## src/rtl/bldc_pkg.sv

```systemverilog
// rtl/bldc_pkg.sv - commutation state encodings, FSM states, fault codes and lookup functions
package bldc_pkg;

  localparam logic [2:0] ST_A       = 3'd0;
  localparam logic [2:0] ST_B       = 3'd1;
  localparam logic [2:0] ST_C       = 3'd2;
  localparam logic [2:0] ST_D       = 3'd3;
  localparam logic [2:0] ST_E       = 3'd4;
  localparam logic [2:0] ST_F       = 3'd5;
  localparam logic [2:0] ST_UNKNOWN = 3'd7;

  localparam logic [1:0] FC_DRIVER = 2'b01;
  localparam logic [1:0] FC_HALL   = 2'b10;

  typedef enum logic [1:0] {
    FSM_RUN   = 2'd0,
    FSM_DEAD  = 2'd1,
    FSM_FAULT = 2'd2
  } fsm_t;

  function automatic logic [2:0] hall_to_state(input logic [2:0] h);
    case (h)
      3'b101:  return ST_A;
      3'b100:  return ST_B;
      3'b110:  return ST_C;
      3'b010:  return ST_D;
      3'b011:  return ST_E;
      3'b001:  return ST_F;
      default: return ST_UNKNOWN;
    endcase
  endfunction

  // Returns {H[C,B,A], L[C,B,A]}; reverse drive uses the vector three steps ahead.
  function automatic logic [5:0] drive_vector(input logic [2:0] s, input logic fwd);
    logic [2:0] e;
    if (fwd)
      e = s;
    else
      e = (s >= 3'd3) ? s - 3'd3 : s + 3'd3;
    case (e)
      ST_A:    return 6'b001_010;
      ST_B:    return 6'b001_100;
      ST_C:    return 6'b010_100;
      ST_D:    return 6'b010_001;
      ST_E:    return 6'b100_001;
      ST_F:    return 6'b100_010;
      default: return 6'b000_000;
    endcase
  endfunction

endpackage

```

## src/rtl/bldc_pwm_gen.sv

```systemverilog
// rtl/bldc_pwm_gen.sv - free-running PWM counter with registered compare output
module bldc_pwm_gen
  import bldc_pkg::*;
#(
  parameter int PWM_BITS = 10
) (
  input  logic                CLK,
  input  logic                reset_n,
  input  logic [PWM_BITS-1:0] magnitude,
  output logic                pwm_on
);

  logic [PWM_BITS-1:0] cnt;

  always_ff @(posedge CLK or negedge reset_n) begin
    if (!reset_n) begin
      cnt    <= '0;
      pwm_on <= 1'b0;
    end else begin
      cnt    <= cnt + PWM_BITS'(1);
      pwm_on <= (cnt < magnitude);
    end
  end

endmodule

```

## src/rtl/bldc_commutator.sv

```systemverilog
// rtl/bldc_commutator.sv - six-step BLDC commutation with dead time, brake/coast, fault latch and step counter
module bldc_commutator
  import bldc_pkg::*;
#(
  parameter int DUTY_W   = 24,
  parameter int PWM_BITS = 10,
  parameter int MAX_DUTY = 1000,
  parameter int DEADTIME = 1024,
  parameter int STEP_W   = 32
) (
  input  logic                     CLK,
  input  logic                     reset_n,
  input  logic                     enable,
  input  logic                     brake,
  input  logic signed [DUTY_W-1:0] duty,
  input  logic [2:0]               hall,
  input  logic                     fault_n,
  input  logic                     clear_fault,
  output logic [2:0]               inh,
  output logic [2:0]               inl,
  output logic [2:0]               comm_state,
  output logic                     dir,
  output logic                     fault,
  output logic [1:0]               fault_cause,
  output logic                     hall_skip,
  output logic signed [STEP_W-1:0] step_count
);

  localparam int CNT_W = (DEADTIME > 0) ? $clog2(DEADTIME + 1) : 1;

  logic [1:0]          fault_sync;
  logic                fault_n_s;
  logic [2:0]          hall_state;
  logic                hall_bad;
  logic [2:0]          fwd_of;
  logic [2:0]          bwd_of;
  logic [DUTY_W-1:0]   duty_abs;
  logic [PWM_BITS-1:0] magnitude;
  logic                pwm_on;
  logic [5:0]          target;
  logic [1:0]          new_cause;
  fsm_t                state, state_n;
  logic [5:0]          applied, applied_n;
  logic [CNT_W-1:0]    dead_cnt, dead_cnt_n;
  logic [1:0]          cause_n;

  always_ff @(posedge CLK or negedge reset_n) begin
    if (!reset_n) fault_sync <= 2'b11;
    else          fault_sync <= {fault_sync[0], fault_n};
  end
  assign fault_n_s = fault_sync[1];

  assign hall_state = hall_to_state(hall);
  assign hall_bad   = (hall_state == ST_UNKNOWN);
  assign fwd_of     = (comm_state == ST_F) ? ST_A : comm_state + 3'd1;
  assign bwd_of     = (comm_state == ST_A) ? ST_F : comm_state - 3'd1;

  // Only valid-to-valid transitions count or flag a skip.
  always_ff @(posedge CLK or negedge reset_n) begin
    if (!reset_n) begin
      comm_state <= ST_UNKNOWN;
      step_count <= '0;
      hall_skip  <= 1'b0;
    end else begin
      comm_state <= hall_state;
      hall_skip  <= 1'b0;
      if (comm_state != ST_UNKNOWN && !hall_bad && hall_state != comm_state) begin
        if (hall_state == fwd_of)      step_count <= step_count + STEP_W'(1);
        else if (hall_state == bwd_of) step_count <= step_count - STEP_W'(1);
        else                           hall_skip  <= 1'b1;
      end
    end
  end

  always_ff @(posedge CLK or negedge reset_n) begin
    if (!reset_n)                             dir <= 1'b1;
    else if (duty[DUTY_W-1])                  dir <= 1'b0;
    else if (duty != '0)                      dir <= 1'b1;
  end

  // Unsigned view of the negated most-negative value is its true magnitude.
  always_comb begin
    duty_abs  = duty[DUTY_W-1] ? $unsigned(-duty) : $unsigned(duty);
    magnitude = (duty_abs > DUTY_W'(MAX_DUTY)) ? PWM_BITS'(MAX_DUTY) : duty_abs[PWM_BITS-1:0];
  end

  bldc_pwm_gen #(.PWM_BITS(PWM_BITS)) u_pwm (
    .CLK       (CLK),
    .reset_n   (reset_n),
    .magnitude (magnitude),
    .pwm_on    (pwm_on)
  );

  always_comb begin
    target = 6'b000_000;
    if (!enable)                        target = 6'b000_000;
    else if (brake)                     target = 6'b000_111;
    else if (comm_state != ST_UNKNOWN)  target = drive_vector(comm_state, dir);
  end

  assign new_cause = (fault_n_s ? 2'b00 : FC_DRIVER) | ((hall_bad && enable) ? FC_HALL : 2'b00);

  always_comb begin
    state_n    = state;
    applied_n  = applied;
    dead_cnt_n = dead_cnt;
    cause_n    = fault_cause;
    if (new_cause != 2'b00) begin
      state_n = FSM_FAULT;
      cause_n = fault_cause | new_cause;
    end else begin
      case (state)
        FSM_RUN: begin
          if (target != applied) begin
            state_n    = FSM_DEAD;
            dead_cnt_n = CNT_W'(DEADTIME);
            applied_n  = target;
          end
        end
        FSM_DEAD: begin
          if (target != applied) begin
            dead_cnt_n = CNT_W'(DEADTIME);
            applied_n  = target;
          end else if (dead_cnt == '0) begin
            state_n = FSM_RUN;
          end else begin
            dead_cnt_n = dead_cnt - CNT_W'(1);
          end
        end
        FSM_FAULT: begin
          if (clear_fault && fault_n_s && !hall_bad) begin
            state_n    = FSM_DEAD;
            dead_cnt_n = CNT_W'(DEADTIME);
            applied_n  = target;
            cause_n    = 2'b00;
          end
        end
        default: begin
          state_n    = FSM_DEAD;
          dead_cnt_n = CNT_W'(DEADTIME);
        end
      endcase
    end
  end

  always_ff @(posedge CLK or negedge reset_n) begin
    if (!reset_n) begin
      state       <= FSM_DEAD;
      applied     <= 6'b000_000;
      dead_cnt    <= CNT_W'(DEADTIME);
      fault_cause <= 2'b00;
    end else begin
      state       <= state_n;
      applied     <= applied_n;
      dead_cnt    <= dead_cnt_n;
      fault_cause <= cause_n;
    end
  end

  assign fault = (state == FSM_FAULT);
  assign inl   = (state == FSM_RUN) ? applied[2:0] : 3'b000;
  assign inh   = (state == FSM_RUN) ? (applied[5:3] & {3{pwm_on}}) : 3'b000;

endmodule

```

## config.mk

```make
export PLATFORM = sky130hd
export DESIGN_NAME = bldc_commutator
export DESIGN_NICKNAME = d
export VERILOG_FILES = /design/src/rtl/bldc_pkg.sv /design/src/rtl/bldc_pwm_gen.sv /design/src/rtl/bldc_commutator.sv
export SDC_FILE = /design/constraint.sdc
export NUM_CORES = 1
export LEC_CHECK = 0
export ABC_CLOCK_PERIOD_IN_PS = 6400
export BUFFER_PORTS_ARGS = -buffer_cell sky130_fd_sc_hd__buf_4
export CORE_ASPECT_RATIO = 0.5
export CORE_MARGIN = 2
export CORE_UTILIZATION = 45
export CTS_BUF_LIST = sky130_fd_sc_hd__clkbuf_8
export DETAILED_ROUTE_END_ITERATION = 6
export PLACE_DENSITY = 0.61
export SLEW_MARGIN = 20
export SYNTH_ARGS = -nofsm -noshare
export SYNTH_HDL_FRONTEND = slang
export SYNTH_SLANG_ARGS = --single-unit
```

## constraint.sdc

```tcl
create_clock -name CLK -period 6.4 [get_ports CLK]
set_clock_uncertainty 0.15 [all_clocks]
set_input_delay 1.28 -clock CLK [delete_from_list [all_inputs] [get_ports CLK]]
set_output_delay 1.28 -clock CLK [all_outputs]
set_load 0.1 [all_outputs]
```

## After elaboration in Yosys (flattened, before gate mapping)

Cells that the tools add are included.

- $add $sub $neg: 9
- Mux-type cells: 42
- Shifts and indexed selects: 0
- Reductions and logical operators: 23
- Div/mod/pow operators: 0
- Bitwise logic cells: 4
- Magnitude comparators: 3
- $mul: 0
- Equal/unequal tests: 28

Operators with widths:

| operator | count |
|---|---|
| 32-bit two-way mux | 2 |
| 11-bit two-way mux | 4 |
| 6-bit case mux with 6 select lines | 1 |
| 11-bit case mux with 3 select lines | 1 |
| 32-bit by 2-bit adder with 32-bit output (second input constant) | 1 |
| 32-bit by 2-bit subtractor with 32-bit output (second input constant) | 1 |
| 6-bit two-way mux | 5 |
| 3-bit two-way mux | 9 |
| 24-bit by 10-bit greater-than comparator with 1-bit output (second input constant) | 1 |
| 24-bit two-way mux | 1 |
| 24-bit negator | 1 |
| 24-bit nonzero test | 1 |
| 3-bit equality test (second input constant) | 7 |
| 2-bit two-way mux | 9 |
| 3-bit case mux with 6 select lines | 1 |
| 3-bit inequality test (second input constant) | 5 |
| 3-bit by 2-bit equality test with 1-bit output (second input constant) | 4 |
| 6-bit case mux with 2 select lines | 1 |
| 4-bit AND reduction | 3 |
| 2-bit nonzero test | 6 |
| 11-bit zero test | 1 |
| 11-bit by 1-bit subtractor with 11-bit output (second input constant) | 1 |
| 10-bit by 1-bit adder with 10-bit output (second input constant) | 1 |
| 10-bit < comparator | 1 |
| 27 further kinds | 41 |

- Latch bits: 0
- ROM bits: 0
- Register bits: 71
- Memory bits (writable): 0
- Word-level logic and storage cells: 120
- Memories: 0
- Output and inout bits: 46
- Bits of input ports: 33

## Longest topological paths before layout

- Word-level depth: 15
- Depth in mapped cells: 20
- Gate-level depth less buffers: 20

## Hierarchy

From an unflattened synthesis, not the netlist that was laid out.

- Cells, all modules: 687
- Area total of the unflattened synthesis: 5911.9 um^2

Modules (own cells, without submodules):

| module | sequential area each (um^2) | instances | cells an instance | area an instance (um^2) |
|---|---|---|---|---|
| bldc_commutator | 1511.4 | 1 | 623 | 5260.0 |
| bldc_pwm_gen | 275.3 | 1 | 64 | 651.9 |

## Worst setup path after synthesis

Ideal clock, no wire load.

- Kind: input -> register
- Start: in hall[2]
- End: reg step_count[14]
- Buffers on the path: 2
- Arrival: 4847 ps
- Setup slack: 1269 ps
- Data required time: 6116 ps
- Stages: 16
- Cells stage by stage: clkbuf_1 > clkbuf_1 > nor2_1 > o21a_1 > o211ai_1 > a31o_2 > ha_1 > a21o_1 > a21oi_1 > o21ba_2 > o21ai_0 > a2111oi_0 > nor3_1 > a211oi_1 > xor2_1 > o21ai_0

- Cells in the longest elaborated chain, start to end: 7
- Elaborated cells on any way between the ends: 17
- Those cells by class: eq/ne (10); mux (2); reduce/logical (5)

RTL lines:

| what | RTL line | text |
|---|---|---|
| start: declaration | bldc_commutator.sv:16 | `input logic [2:0] hall,` |
| 3-bit by 1-bit equality test with 1-bit output (tied with other cells) | bldc_pkg.sv:22 | `case (h)` |
| 3-bit case mux with 6 select lines * | bldc_pkg.sv:22 |  |
| 3-bit equality test | bldc_commutator.sv:54 | `assign hall_bad = (hall_state == ST_UNKNOWN);` |
| 1-bit zero test | bldc_commutator.sv:67 | `if (comm_state != ST_UNKNOWN && !hall_bad && hall_state != comm_state) begin` |
| 1-bit logical AND (2 in series) | bldc_commutator.sv:67 |  |
| 2-bit AND reduction (no source line) | - |  |
| end signal: assignment | bldc_commutator.sv:68 | `if (hall_state == fwd_of) step_count <= step_count + STEP_W'(1);` |
| end signal: assignment | bldc_commutator.sv:69 | `else if (hall_state == bwd_of) step_count <= step_count - STEP_W'(1);` |
| end: declaration | bldc_commutator.sv:26 | `output logic signed [STEP_W-1:0] step_count` |

Mark *: on every way between the ends. The rest lies on a longest branch, timed or not.
A chain may end at the register's enable or synchronous reset.

## Worst setup path after layout

- Start: reg comm_state[0]
- End: reg step_count[14]

- Cells in the longest elaborated chain, start to end: 5
- Elaborated cells on any way between the ends: 15
- Those cells by class: add/sub (2); eq/ne (5); mux (3); reduce/logical (5)

RTL lines:

| what | RTL line | text |
|---|---|---|
| start: declaration | bldc_commutator.sv:21 | `output logic [2:0] comm_state,` |
| start signal: assignment | bldc_commutator.sv:65 | `comm_state <= hall_state;` |
| 3-bit by 1-bit adder with 3-bit output (tied with other cells) | bldc_commutator.sv:55 | `assign fwd_of = (comm_state == ST_F) ? ST_A : comm_state + 3'd1;` |
| 3-bit two-way mux, on equally long branches | bldc_commutator.sv:55, bldc_commutator.sv:56 |  |
| 3-bit equality test, on equally long branches | bldc_commutator.sv:68, bldc_commutator.sv:69 |  |
| 2-bit nonzero test (no source line) | - |  |
| 2-bit AND reduction (no source line) | - |  |

Parallel ways exist; a longest one is shown, timed or not.

==> flow_summary.ini <==
[route]
wl_per_cell_microns = 14.99
dr.first_iter.drc_count = 334
routed_via_density = 5.663
dr.pass1.iters = 4
routed_wl_mm = 15.08
drc = 0
num_vias = 5697
ant_nets = 0

[timing]
timing.final.crit_share = 0.8137
hold_viol = 0
rsz0062_at_grt = no
max_slew_margin = 0.3737
max_freq_mhz = 192.0
worst_pin_slew_ps = 939.4
period_minus_slack_ps = 5208
fin_tns_setup_ps = 0
setup_viol = 0
maxSlewViolCount = 0

[logic_synthesis]
postSynthCellCount = 746
ys.flop_type = dfrtp_1
synth_fp_nets = 828
netlist_area_sq_um = 6302
yosysSeqAreaShare = 0.2835
synth_edf_count = 0
ys_types = 82
synth-async-reset-ratio = 1.000
synth.avg_cell_area_sq_um = 8.448
ys_ff_latch = 71
yosys_warnings = 0

[global_route]
grt-ovfl-total = 0
grt_max_degree = 72
first_global_vias = 5338
track_usage = 0.2106
antenna_found_initial = 0
grt_pass1_wl_mm = 25.65

[clock_network]
cts_max_path_buffers = 2
cts_tree = yes
clock_latency_ps = 350
root_buffer = clkbuf_8
cts_max_level = 3
cts.sinks = 71
cts_buffers = 9
holdBufCountCts = 0
post_cts_buffers = 0
clk_pin_slew_ps = 80
cts_resized = 0

[floorplan]
start_util = 0.4625
core_area_sq_um = 13630
rows = 30
dieArea_sq_um = 15020
ioPinCount = 79
fp.dieW_microns = 171.4
die_h_microns = 87.68

[setup_path]
endpoint_kind = register
worstPathMaxFanout = 21
cp_data_required_time_ps = 6460
slowest_delay_ps = 790
worst_ep_arrival_time_ps = 5270
worstSetupPathType = reg -> reg
crit_chain = inv_2, ha_1, and3_1, o21a_1, o211ai_1, a31o_2, ha_1, a21o_1, a21oi_1, o21ba_2, o21ai_0, a2111oi_0, nor3_1, a211oi_1, xor2_1, o21ai_0
cpMaxStageDelayCell = dfstp_2
worst_setup_path_start_kind = register

[worst_hold_path]
hp-class = reg -> reg

[final_layout]
nets = 890
final_cell_mix = 80 x buf_4, 63 x dfrtp_1, 62 x nand2_1, 56 x nor2_1, 49 x o21ai_0
final_common_cell = buf_4
layout-drive-gt1-share = 0.1697
area_delta_synth_final_pct = 14.41
fillCellCount = 1300

[job]
maxCapViolations = 0

[placed_design]
hpwl_mm = 11.32
numPortBuffers = 78
place_congestion = 0.8706

[pwr]
total_power_mw = 3.489
p_per_area_nw_per_um2 = 483.9
peakVddDrop_v = 0.0003213
leakage_nw = 3.155

[outcome]
status = completed
layout make-up:
cell class	instances	area, sq um	area share
sequential	71	1787	0.2478
multi-input combinational	616	4268	0.5919
timing repair buffer	80	600.6	0.08329
tap	192	240.2	0.03332
inverter	30	112.6	0.01562
clock buffer	10	137.6	0.01909
clock inverter	6	62.56	0.008676
antenna	1	2.502	0.0003470
worst max-delay path, delay by kind of cell (launching register included):
family	cells	cell delay, ps
compound gates	10	2620
xor+xnor	1	170
fa+ha+maj	2	830
buf+inv	1	140
flops	1	790
simple gates	2	370
worst paths after layout:
check / startpoint / end / slack [ps] / cells after the start
min in group asynchronous: reset_n / step_count[11] / 910 / 1
max in group asynchronous: reset_n / u_pwm.cnt[9] / 4570 / 1
hold reg to reg: fault_sync[0] / fault_sync[1] / 210 / 0
setup reg to reg: comm_state[0] / step_count[14] / 1190 / 16
setup / recovery: comm_state[0] / step_count[14] / 1190 / 16
hold / removal: fault_sync[0] / fault_sync[1] / 210 / 0
stage by stage:
step	cells	util	setup WS, ps	area (sq um)	hold WS (ps)
after floorplan	746	-	1269	6302	195.2
after global placement	989	0.5143	1250	7008	197.0
after detailed placement	989	0.5143	1140	7008	196.8
after CTS	1005	0.5290	1193	7208	208.7
after global routing	1005	0.5290	797.5	7208	211.9
final	1006	0.5292	1192	7211	207.2
cell usage after synthesis (4+ instances only):
cell,number,share of area
o31ai_1,15,0.018
o21ai_0,49,0.039
mux2_2,5,0.0089
o41ai_1,5,0.0069
xor2_1,16,0.022
or4_1,5,0.0060
xnor2_1,33,0.046
and2_1,5,0.0050
nor4_1,9,0.0089
nor2_1,56,0.033
o22ai_1,4,0.0040
or2_2,5,0.0050
nor4b_1,6,0.0083
nand4_1,9,0.0089
a211oi_1,10,0.012
a21boi_0,4,0.0048
nand2_1,62,0.037
dfstp_2,8,0.033
dfrtp_1,63,0.25
nor3b_1,4,0.0048
a21o_1,14,0.017
o21a_1,8,0.0095
o211ai_1,6,0.0071
inv_1,29,0.017
nand3_1,26,0.021
o21bai_1,4,0.0048
and3_1,15,0.015
nor2b_1,16,0.016
a21oi_1,46,0.037
a2111oi_0,4,0.0056
ha_1,48,0.095
nor3_1,25,0.020
o31a_1,5,0.0069
mux2i_1,8,0.013
or3_1,13,0.013
a221o_1,6,0.0095
nand2b_1,12,0.012
clkbuf_1,21,0.013
buf_6,4,0.0071
a211o_1,5,0.0069
routing by layer:
metal | vias up | routed length [microns] | GRT usage
li1 | 2914 | - | -
met1 | 2670 | 7476 | 0.2887
met2 | 103 | 6878 | 0.3468
met3 | 10 | 626 | 0.04700
met4 | 0 | 100 | 0.04006
met5 | - | 0 | 0
power by group:
part | switching [mW] | internal (mW) | total, mW
Sequential | 0.127 | 0.569 | 0.696
Combinational | 1.65 | 0.777 | 2.43
Clock | 0.176 | 0.189 | 0.365
Total | 1.95 | 1.54 | 3.49
kinds of logic (layout without fill, tap and decap cells):
group | count (synthesis) | after routing | synth area share
simple gates | 283 | 283 | 0.2412
mux | 13 | 13 | 0.02164
xor+xnor | 49 | 49 | 0.06810
fa+ha+maj | 50 | 50 | 0.1001
other cells | 0 | 1 | 0
compound gates | 221 | 221 | 0.2454
buf+inv | 59 | 126 | 0.04010
flops | 71 | 71 | 0.2835
sequential cells by signal, indices dropped and copies added, names as in the netlist, 2 cells and up:
name and flops:
step_count 32, comm_state 3, applied 6, fault_cause 2, u_pwm.cnt 10, fault_sync 2
state 2, dead_cnt 11
Power figures use the tool's default switching activity.
